==> config.mk <==
export PLATFORM = sky130hd
export DESIGN_NAME = multiplier_pipe
export DESIGN_NICKNAME = d
export VERILOG_FILES = /design/src/rtl/multiplier_pipe_pkg.sv /design/src/rtl/multiplier_cell.sv /design/src/rtl/multiplier_pipe.sv
export SDC_FILE = /design/constraint.sdc
export NUM_CORES = 1
export LEC_CHECK = 0
export ABC_AREA = 1
export CORE_ASPECT_RATIO = 1.2
export CORE_MARGIN = 3
export CORE_UTILIZATION = 55
export DETAILED_ROUTE_END_ITERATION = 12
export MAX_ROUTING_LAYER = met4
export PLACE_DENSITY = 0.74
export SKIP_LAST_GASP = 1
export SYNTH_ARGS = -nofsm -noshare
export SYNTH_HDL_FRONTEND = slang
export SYNTH_SLANG_ARGS = --single-unit
==> constraint.sdc <==
create_clock -name clk -period 1.8 [get_ports clk]
set_input_delay 0.18 -clock clk [delete_from_list [all_inputs] [get_ports clk]]
set_output_delay 0.18 -clock clk [all_outputs]
set_load 0.01 [all_outputs]
==> src/rtl/multiplier_pipe_pkg.sv <==
// Shared datapath widths for the multiply-accumulate pipeline.
// These defaults match the restoring divider's quotient/divisor widths.
package multiplier_pipe_pkg;

   localparam int DEF_WIDTH_MULTIPLICAND = 5;
   localparam int DEF_WIDTH_MULTIPLIER   = 3;

endpackage

==> src/rtl/multiplier_cell.sv <==
// One registered shift-add stage of the multiply-accumulate pipeline.
// It adds multiplier<<K when multiplicand bit K is set, and carries the operands forward.
module multiplier_cell
   import multiplier_pipe_pkg::*;
#(
   parameter int N = DEF_WIDTH_MULTIPLICAND,
   parameter int M = DEF_WIDTH_MULTIPLIER,
   parameter int K = 0
) (
   input  logic           clk,
   input  logic           arst_n,
   input  logic           valid_i,
   input  logic [N+M-1:0] acc_i,
   input  logic [N-1:0]   a_i,
   input  logic [M-1:0]   b_i,
   output logic           valid_o,
   output logic [N+M-1:0] acc_o,
   output logic [N-1:0]   a_o,
   output logic [M-1:0]   b_o
);

   localparam int W = N + M;

   logic [W-1:0] pp;
   logic [W-1:0] acc_d, acc_q;
   logic [N-1:0] a_q;
   logic [M-1:0] b_q;
   logic         valid_q;

   assign pp    = a_i[K] ? ({{N{1'b0}}, b_i} << K) : '0;
   assign acc_d = acc_i + pp;

   // Data only loads on valid so idle X operands never propagate.
   always_ff @(posedge clk or negedge arst_n) begin
      if (!arst_n) begin
         valid_q <= 1'b0;
         acc_q   <= '0;
         a_q     <= '0;
         b_q     <= '0;
      end else begin
         valid_q <= valid_i;
         if (valid_i) begin
            acc_q <= acc_d;
            a_q   <= a_i;
            b_q   <= b_i;
         end
      end
   end

   assign valid_o = valid_q;
   assign acc_o   = acc_q;
   assign a_o     = a_q;
   assign b_o     = b_q;

endmodule

==> src/rtl/multiplier_pipe.sv <==
// Pipelined shift-add multiply-accumulate: product = multiplicand*multiplier + addend.
// One cell per multiplicand bit; result and rdy come from the last cell.
module multiplier_pipe
   import multiplier_pipe_pkg::*;
#(
   parameter int WIDTH_MULTIPLICAND = DEF_WIDTH_MULTIPLICAND,
   parameter int WIDTH_MULTIPLIER   = DEF_WIDTH_MULTIPLIER
) (
   input  logic                                     clk,
   input  logic                                     arst_n,
   input  logic                                     en,
   input  logic [WIDTH_MULTIPLICAND-1:0]            multiplicand,
   input  logic [WIDTH_MULTIPLIER-1:0]              multiplier,
   input  logic [WIDTH_MULTIPLIER-1:0]              addend,
   output logic                                     rdy,
   output logic [WIDTH_MULTIPLICAND+WIDTH_MULTIPLIER-1:0] product
);

   localparam int N = WIDTH_MULTIPLICAND;
   localparam int M = WIDTH_MULTIPLIER;
   localparam int W = N + M;

   logic         valid_s [N];
   logic [W-1:0] acc_s   [N];
   logic [N-1:0] a_s     [N];
   logic [M-1:0] b_s     [N];

   for (genvar k = 0; k < N; k++) begin : g_stage
      if (k == 0) begin : g_head
         multiplier_cell #(.N(N), .M(M), .K(0)) u_cell (
            .clk     (clk),
            .arst_n  (arst_n),
            .valid_i (en),
            .acc_i   ({{N{1'b0}}, addend}),
            .a_i     (multiplicand),
            .b_i     (multiplier),
            .valid_o (valid_s[0]),
            .acc_o   (acc_s[0]),
            .a_o     (a_s[0]),
            .b_o     (b_s[0])
         );
      end else begin : g_body
         multiplier_cell #(.N(N), .M(M), .K(k)) u_cell (
            .clk     (clk),
            .arst_n  (arst_n),
            .valid_i (valid_s[k-1]),
            .acc_i   (acc_s[k-1]),
            .a_i     (a_s[k-1]),
            .b_i     (b_s[k-1]),
            .valid_o (valid_s[k]),
            .acc_o   (acc_s[k]),
            .a_o     (a_s[k]),
            .b_o     (b_s[k])
         );
      end
   end

   assign rdy     = valid_s[N-1];
   assign product = acc_s[N-1];

endmodule

# After elaboration in Yosys (flattened, before gate mapping)
# Cells that the tools add are included.
dict set report totals {
  reg_bits 77
  word_cells 28
  in_bits 14
}
dict set report classes {
  muxes 5
  add_sub_neg 5
}
# op n
set op_table {}
lappend op_table {{8-bit adder} 4}
lappend op_table {{3-bit by 8-bit adder with 8-bit output} 1}
lappend op_table {{7-bit two-way mux} 1}
lappend op_table {{6-bit two-way mux} 1}
lappend op_table {{5-bit two-way mux} 1}
lappend op_table {{4-bit two-way mux} 1}
lappend op_table {{3-bit two-way mux} 1}

# Logic depth before layout (Yosys ltp)
# Gate-level depths: netlist of the first run.
dict set report depth {
  word_depth 2
  ltp_mapped 8
  ltp_nobuf 8
}

# By module
# A second synthesis of the first run with hierarchy kept.
dict set report unflattened {
  cells_unflattened 508
  area_unflattened_um2 4146.5
}
# module instances area_each_um2 cells_each
set modules_own_cells {}
lappend modules_own_cells {{multiplier_cell (g_stage[0].g_head.u_cell)} 1 864.6 113}
lappend modules_own_cells {{multiplier_cell (g_stage[1].g_body.u_cell)} 1 844.6 107}
lappend modules_own_cells {{multiplier_cell (g_stage[4].g_body.u_cell)} 1 820.8 90}
lappend modules_own_cells {{multiplier_cell (g_stage[2].g_body.u_cell)} 1 815.8 99}
lappend modules_own_cells {{multiplier_cell (g_stage[3].g_body.u_cell)} 1 797.0 98}
lappend modules_own_cells {multiplier_pipe 1 3.8 1}

# Least setup slack after synthesis of the first run
# Ideal clock, no wire load.
dict set report synth_path {
  kind {reg-to-reg}
  start {register g_stage[2].g_body.u_cell.a_q[3]}
  end {register g_stage[3].g_body.u_cell.acc_q[5]}
  setup_slack_ns 0.422
  setup_ns 0.116
  stages_incl_launch_ff 8
  t_required_ns 1.684
  t_arrival_ns 1.262
  synth_period_minus_slack_ns 1.378
  path_cell_list {dfrtp_1 nand2_1 inv_1 ha_1 fa_1 xor2_1 nand2_1 nand2_1}
}
dict set report synth_via {
  elab_chain_cells 2
}
# item line_no
set synth_lines {}
lappend synth_lines {{start: declaration} multiplier_cell.sv:26} ;# logic [N-1:0] a_q;
lappend synth_lines {{start signal: assignment} multiplier_cell.sv:44} ;# a_q <= a_i;
lappend synth_lines {{6-bit two-way mux} multiplier_cell.sv:30} ;# assign pp = a_i[K] ? ({{N{1'b0}}, b_i} << K) : '0;
lappend synth_lines {{8-bit adder} multiplier_cell.sv:31} ;# assign acc_d = acc_i + pp;
lappend synth_lines {{end signal: assignment} multiplier_cell.sv:37} ;# acc_q <= '0;
lappend synth_lines {{end signal: assignment} multiplier_cell.sv:43} ;# acc_q <= acc_d;
lappend synth_lines {{end: declaration} multiplier_cell.sv:25} ;# logic [W-1:0] acc_d, acc_q;
# No other way between the ends.
# A chain may end at the register's enable or synchronous reset.

# Worst setup path in the final report of the first run
# Ends and elaborated chain as after synthesis.

==> results of run 1 <==
==> layout make-up <==
| cell class | instances | area (sq um) |
|---|---|---|
| fill | 421 | 1610 |
| sequential | 57 | 1430 |
| multi-input combinational | 191 | 1000 |
| timing repair buffer | 25 | 253 |
| inverter | 41 | 159 |
| clock buffer | 13 | 139 |
| tap | 58 | 72.6 |
| clock inverter | 1 | 5.00 |
==> where the power goes <==
group          internal, mW  total [mW]  switching [mW]
registers              1.47        1.59           0.123
clock network         0.483       0.922           0.439
logic                 0.246       0.507           0.261
total                  2.20        3.02           0.823
==> worst reg2reg max path: cells and delay by family, from the launching register on <==
family                   cells  cell delay [ns]
buffers and inverters        1             0.04
flip-flops                   1             0.41
XOR/XNOR                     1             0.15
AND/OR/NAND/NOR              3             0.19
adder cells (fa/ha/maj)      2             0.58
==> registers in the layout, summed over array words and instances (netlist names) <==
register                       flops
g_stage.g_head.u_cell.valid_o      1
g_stage.g_head.u_cell.acc_o        4
g_stage.g_head.u_cell.b_o          3
g_stage.g_body.u_cell.a_o          6
g_stage.g_head.u_cell.a_o          4
g_stage.g_body.u_cell.acc_o       26
g_stage.g_body.u_cell.b_o          9
g_stage.g_body.u_cell.valid_o      4
==> path summary, 6_finish.rpt <==
check                                                    end  slack, ns  cells past startpoint
max                        g_stage[3].g_body.u_cell.acc_o[5]       0.33                      7
min                          g_stage[0].g_head.u_cell.a_o[4]       0.38                      3
max reg2reg                g_stage[3].g_body.u_cell.acc_o[5]       0.33                      7
min reg2reg                  g_stage[0].g_head.u_cell.a_o[3]       0.47                      2
max in group asynchronous    g_stage[2].g_body.u_cell.a_o[3]       1.16                      3
min in group asynchronous  g_stage[4].g_body.u_cell.acc_o[0]       0.39                      3
==> metal layers <==
metal	wire (um)	share of wire, %	global-route usage (%)	vias up
li1	-	-	-	952
met1	1640	40	15.9	846
met2	2230	54	31.8	37
met3	193	4.7	5.45	8
met4	72	1.7	6.79	0
met5	0	0	-	-
==> stage by stage <==
step                total power [mW]  cell area (sq um)
detailed placement              2.13               2900
global placement                2.10               2900
floorplan                       1.97               2710
global route                    3.23               3050
CTS                             3.06               3050
finish                          3.02               3050
==> logic make-up after synthesis <==
logic type               after synthesis  synth area share (%)
AND/OR/NAND/NOR                      139                  19.3
XOR/XNOR                               5                  1.62
flip-flops                            57                  52.7
buffers and inverters                 56                  10.4
AO/OA/AOI/OAI                         27                  5.41
adder cells (fa/ha/maj)               20                  10.6
==> cells in the final DEF, fill, tap and decap left out, types with 5 or more instances in the layout <==
cell type and instances:
fa_1 5, o21ai_0 18, ha_1 15, nand2_1 131, nor2_1 8, clkdlybuf4s50_1 21
inv_1 37, clkbuf_8 9, dfrtp_1 57
==> timing repair <==
| item | CTS | global route |
|---|---|---|
| hold buffers | 1 | 0 |
| setup endpoints to repair | 0 | 0 |
| hold endpoints to repair | 57 | 0 |
==> results.cfg, run 1 <==
[sta]
slew_headroom_pct = 66.1
slew_viol_final = 0
finalHoldViolCount = 0
fin_tns_setup_ns = 0
fin_ws_ns = 0.327
finalCritPeriodShare_pct = 81.9
fin_skew_ns = 0.00440
rsz0062_at_grt = false
period_needed_ns = 1.47
worst_pin_slew_ns = 0.508
setup-violations-final = 0
max_freq_ghz = 0.679
hold_ws_ns = 0.385

[floorplan]
core_sq_mm = 0.00466
dieArea_sq_mm = 0.00580
rows = 27
io_pins = 23
die-height_um = 82.9
start_util_pct = 58.1
die_x_um = 70.1

[drt]
via_count = 1843
route.detailed.drc = 0
first_iter_violations = 72
wl_per_cell_um = 10.7
drtPass1Iterations = 4
finalWirelength_mm = 4.14
routed_via_density = 4.77
ant_nets = 0

[critical_path]
reg2reg_from = g_stage[2].g_body.u_cell.a_o[3]
cpMostUsedCell = nand2_1
max_stage_delay_ns = 0.41
crit_chain = nand2_1, inv_1, ha_1, fa_1, xor2_1, nand2_1, nand2_1
worstSetupStartpoint = g_stage[2].g_body.u_cell.a_o[3]
slowest_stage = dfrtp_1
worst-endpoint-arrival_ns = 1.69
endpoint_kind = register
cp_num_buf_inv = 1
required_ns = 2.02
critical_path_class = reg -> reg
critPathTopFamily = adder cells
critPathMaxFanout = 4
start_kind = register

[synthesis]
synthArstFlopShare_pct = 100
yosys.area.top_type_share_pct = 52.7
syn_inst = 304
yosysWarnings = 0
yosysMostFrequentCell = nand2_1
synth_seq_area_share_pct = 52.7
synth.avg_cell_area_sq_um = 8.91
ys_seq_elements = 57
synth_cell_type_count = 17
yosys.area.top_type = dfrtp_1
synth-edff-count = 0
syn_nets = 338
ys.flop_type = dfrtp_1
syn_area_sq_mm = 0.00271
netlist_top_cells_area = dfrtp_1 53%, nand2_1 18%, ha_1 6.9%, inv_1 5.1%, fa_1 3.7%
synthTopCellsByCount = 131 x nand2_1, 57 x dfrtp_1, 37 x inv_1

[finish]
fin_cells = 386
antenna_cells = 0
drive_gt1_share_pct = 6.10
fin_nets = 359
final_util_pct = 65.5
area_delta_synth_final_pct = 12.8

[place]
port_buffers = 22
pre_cts_slack_ns = 0.0825
routabilityCongestion = 0.782
dp_cells = 371
dp_hpwl_mm = 3.04

[job]
cap_violations = 0

[global_route]
grt_antenna_before_repair = 0
grt_pass1_wl_mm = 7.66
grtUsageTotal_pct = 17.1
overflow = 0
first_global_vias = 1883
grt_max_degree = 58

[cts]
clk_latency_ns = 0.33
tritoncts = yes
h-tree-depth = 3
root_buffer = clkbuf_8
cts_setup_buffers = 0
clockBufferDepth = 2
cts_sinks = 57
clk_pin_slew_worst_paths_ns = 0.06
cts_made_buffers = 9
cts_resized = 0

[hold_path]
hold_path.startpoint = multiplicand[4]
hp-class = in -> reg

[run_status]
status = finished, final reports clean

[power]
leakagePower_nw = 1.66
p_per_area_mw_per_mm2 = 990
peakVddDrop_mv = 0.425
Power figures use the tool's default switching activity.
==> run 2: changes to the inputs <==
==> constraint.sdc (replaced) <==
create_clock -name clk -period 1.4 [get_ports clk]
set_input_delay 0.14 -clock clk [delete_from_list [all_inputs] [get_ports clk]]
set_output_delay 0.14 -clock clk [all_outputs]
set_load 0.01 [all_outputs]
==> run 2 against run 1 <==
The flow now finishes with violations (setup timing). Non-clock buffer count grew 15. Setup slack got worse by 0.35 ns. Fmax increased by 3.3%. Clock power grew 69%. Core utilization up 5.8 points. Flip-flop and latch count unchanged. Die area did not move. Cell count rose by 4.4%. Via count increased by 3.1%. Largest power group unchanged. Highest routed layer unchanged.
==> results.cfg, run 2 (synthesis results as in run 1) <==
[sta]
finalCritPeriodShare_pct = 102
finalHoldViolCount = 0
fin_skew_ns = 0.00345
slew_headroom_pct = 68.2
fin_ws_ns = -0.0269
fin_tns_setup_ns = -0.0499
max_freq_ghz = 0.701
setup-violations-final = 2
slew_viol_final = 0
worst_pin_slew_ns = 0.477
period_needed_ns = 1.43
rsz0062_at_grt = true

[critical_path]
max_stage_delay_ns = 0.57
cpMostUsedCell = inv_2
rr_worst_depth = 6
critical_path_class = reg -> reg
endpoint_kind = register
crit_chain = nand2_2, inv_2, ha_4, inv_2, fa_2, o21ai_2
required_ns = 1.62
slowest_stage = fa_2
critPathMaxFanout = 2
start_kind = register
worst-endpoint-arrival_ns = 1.65

[global_route]
grt_max_degree = 21
gr-max-usage-layer = met2
grtUsageMet3_pct = 5.57
use_met2_pct = 34.2
overflow = 0
grt_use_met1_pct = 16.7
first_global_vias = 2004
grt_pass1_wl_mm = 8.23
grt_antenna_before_repair = 0
grtUsageTotal_pct = 18.9

[finish]
drive_gt1_share_pct = 17.4
largest_reg_flops = 26
fin_cells = 403
antenna_cells = 0
area_delta_synth_final_pct = 22.8
fin_nets = 374
mostFrequentLayoutCells = 129 x nand2_1, 57 x dfrtp_1, 31 x inv_1
layout_commonest_cell = nand2_1
final_util_pct = 71.3

[drt]
route.detailed.drc = 0
drtPass1Iterations = 4
finalWirelength_mm = 4.73
via_count = 1900
routed_via_density = 4.71
first_iter_violations = 119
ant_nets = 0
wl_per_cell_um = 11.7

[power]
p_per_area_mw_per_mm2 = 1320
leakagePower_nw = 1.83
total_power_mw = 4.39
peakVddDrop_mv = 0.901

[place]
port_buffers = 22
routabilityCongestion = 0.793
dp_hpwl_mm = 3.39
dp_cells = 381

[cts]
clockBufferDepth = 2
tritoncts = yes
clk_pin_slew_worst_paths_ns = 0.06
clk_latency_ns = 0.33
root_buffer = clkbuf_8
h-tree-depth = 3
cts_sinks = 57
cts_made_buffers = 9

[floorplan]
die-height_um = 82.9
start_util_pct = 58.1
die_x_um = 70.1
io_pins = 23
rows = 27
core_sq_mm = 0.00466
dieArea_sq_mm = 0.00580

[hold_path]
hp-class = in -> async

[run_status]
violations = setup timing
status = finished, violations left

[job]
cap_violations = 0
[run 2: cell types whose count changed in the layout (fill, tap and decap cells not counted), moves of 3 or more]
cell             previous run  this run
fa_2                        0         5
fa_1                        5         0
inv_2                       3         9
clkbuf_1                    4         0
ha_4                        0         4
ha_1                       15        11
inv_1                      37        31
buf_4                       1        15
clkdlybuf4s50_1            21        17
dlymetal6s2s_1              0         3
[run 2: stage by stage]
| step | cell area, sq um | setup slack (ns) | hold slack, ns |
|---|---|---|---|
| final | 3330 | -0.0269 | 0.299 |
| after global routing | 3330 | -0.0679 | 0.326 |
| after CTS | 3230 | -0.0387 | 0.296 |
| after detailed placement | 2990 | -0.272 | 0.119 |
| after global placement | 2990 | -0.227 | 0.119 |
| after floorplan | 2710 | 0.0219 | -0.156 |
[run 2: area by class of cell]
cell class                      instances  area [sq um]
Fill cell                             378          1340
Tap cell                               58          72.6
Clock buffer                           11           151
Clock inverter                          5          53.8
Multi-Input combinational cell        191          1080
Timing Repair Buffer                   40           384
Inverter                               41           159
Sequential cell                        57          1430
[run 2: path summary, 6_finish.rpt]
kind | end | start | slack, ns
min in group clk | g_stage[0].g_head.u_cell.a_o[4] | multiplicand[4] | 0.34
max in group asynchronous | g_stage[1].g_body.u_cell.b_o[1] | arst_n | 0.63
min reg2reg | g_stage[3].g_body.u_cell.b_o[2] | g_stage[3].g_body.u_cell.b_o[2] | 0.47
max reg2reg | g_stage[2].g_body.u_cell.acc_o[3] | g_stage[1].g_body.u_cell.b_o[0] | -0.03
max | g_stage[2].g_body.u_cell.acc_o[3] | g_stage[1].g_body.u_cell.b_o[0] | -0.03
min | g_stage[4].g_body.u_cell.acc_o[4] | arst_n | 0.30
[run 2: metal layers]
layer / vias up / wire length, um
met4: 0 / 155
li1: 979 / -
met3: 14 / 183
met5: - / 0
met1: 870 / 1750
met2: 37 / 2640
[run 2: power breakdown]
part | leakage [nW] | internal, mW | switching, mW
sequential | 0.715 | 1.89 | 0.168
clock | 0.109 | 0.912 | 0.646
combinational | 1.00 | 0.382 | 0.391
[run 2: repair_timing]
item / 4_1_cts / 5_1_grt
endpoints found under the setup margin: 7 / 13
pin swaps: 3 / 11
gates resized for setup: 7 / 22
buffers inserted: 2 / 3
endpoints found under the hold margin: 17 / 0
gates cloned: 0 / 0
hold buffers: 1 / 0
[run 2: critical path, delay by kind of cell, from the launching register on]
kind | cells | cell delay [ns]
adders and majority gates | 2 | 0.70
DFF | 1 | 0.36
buffers and inverters | 2 | 0.11
and+or+nand+nor | 1 | 0.09
AOI/OAI and AO/OA | 1 | 0.06
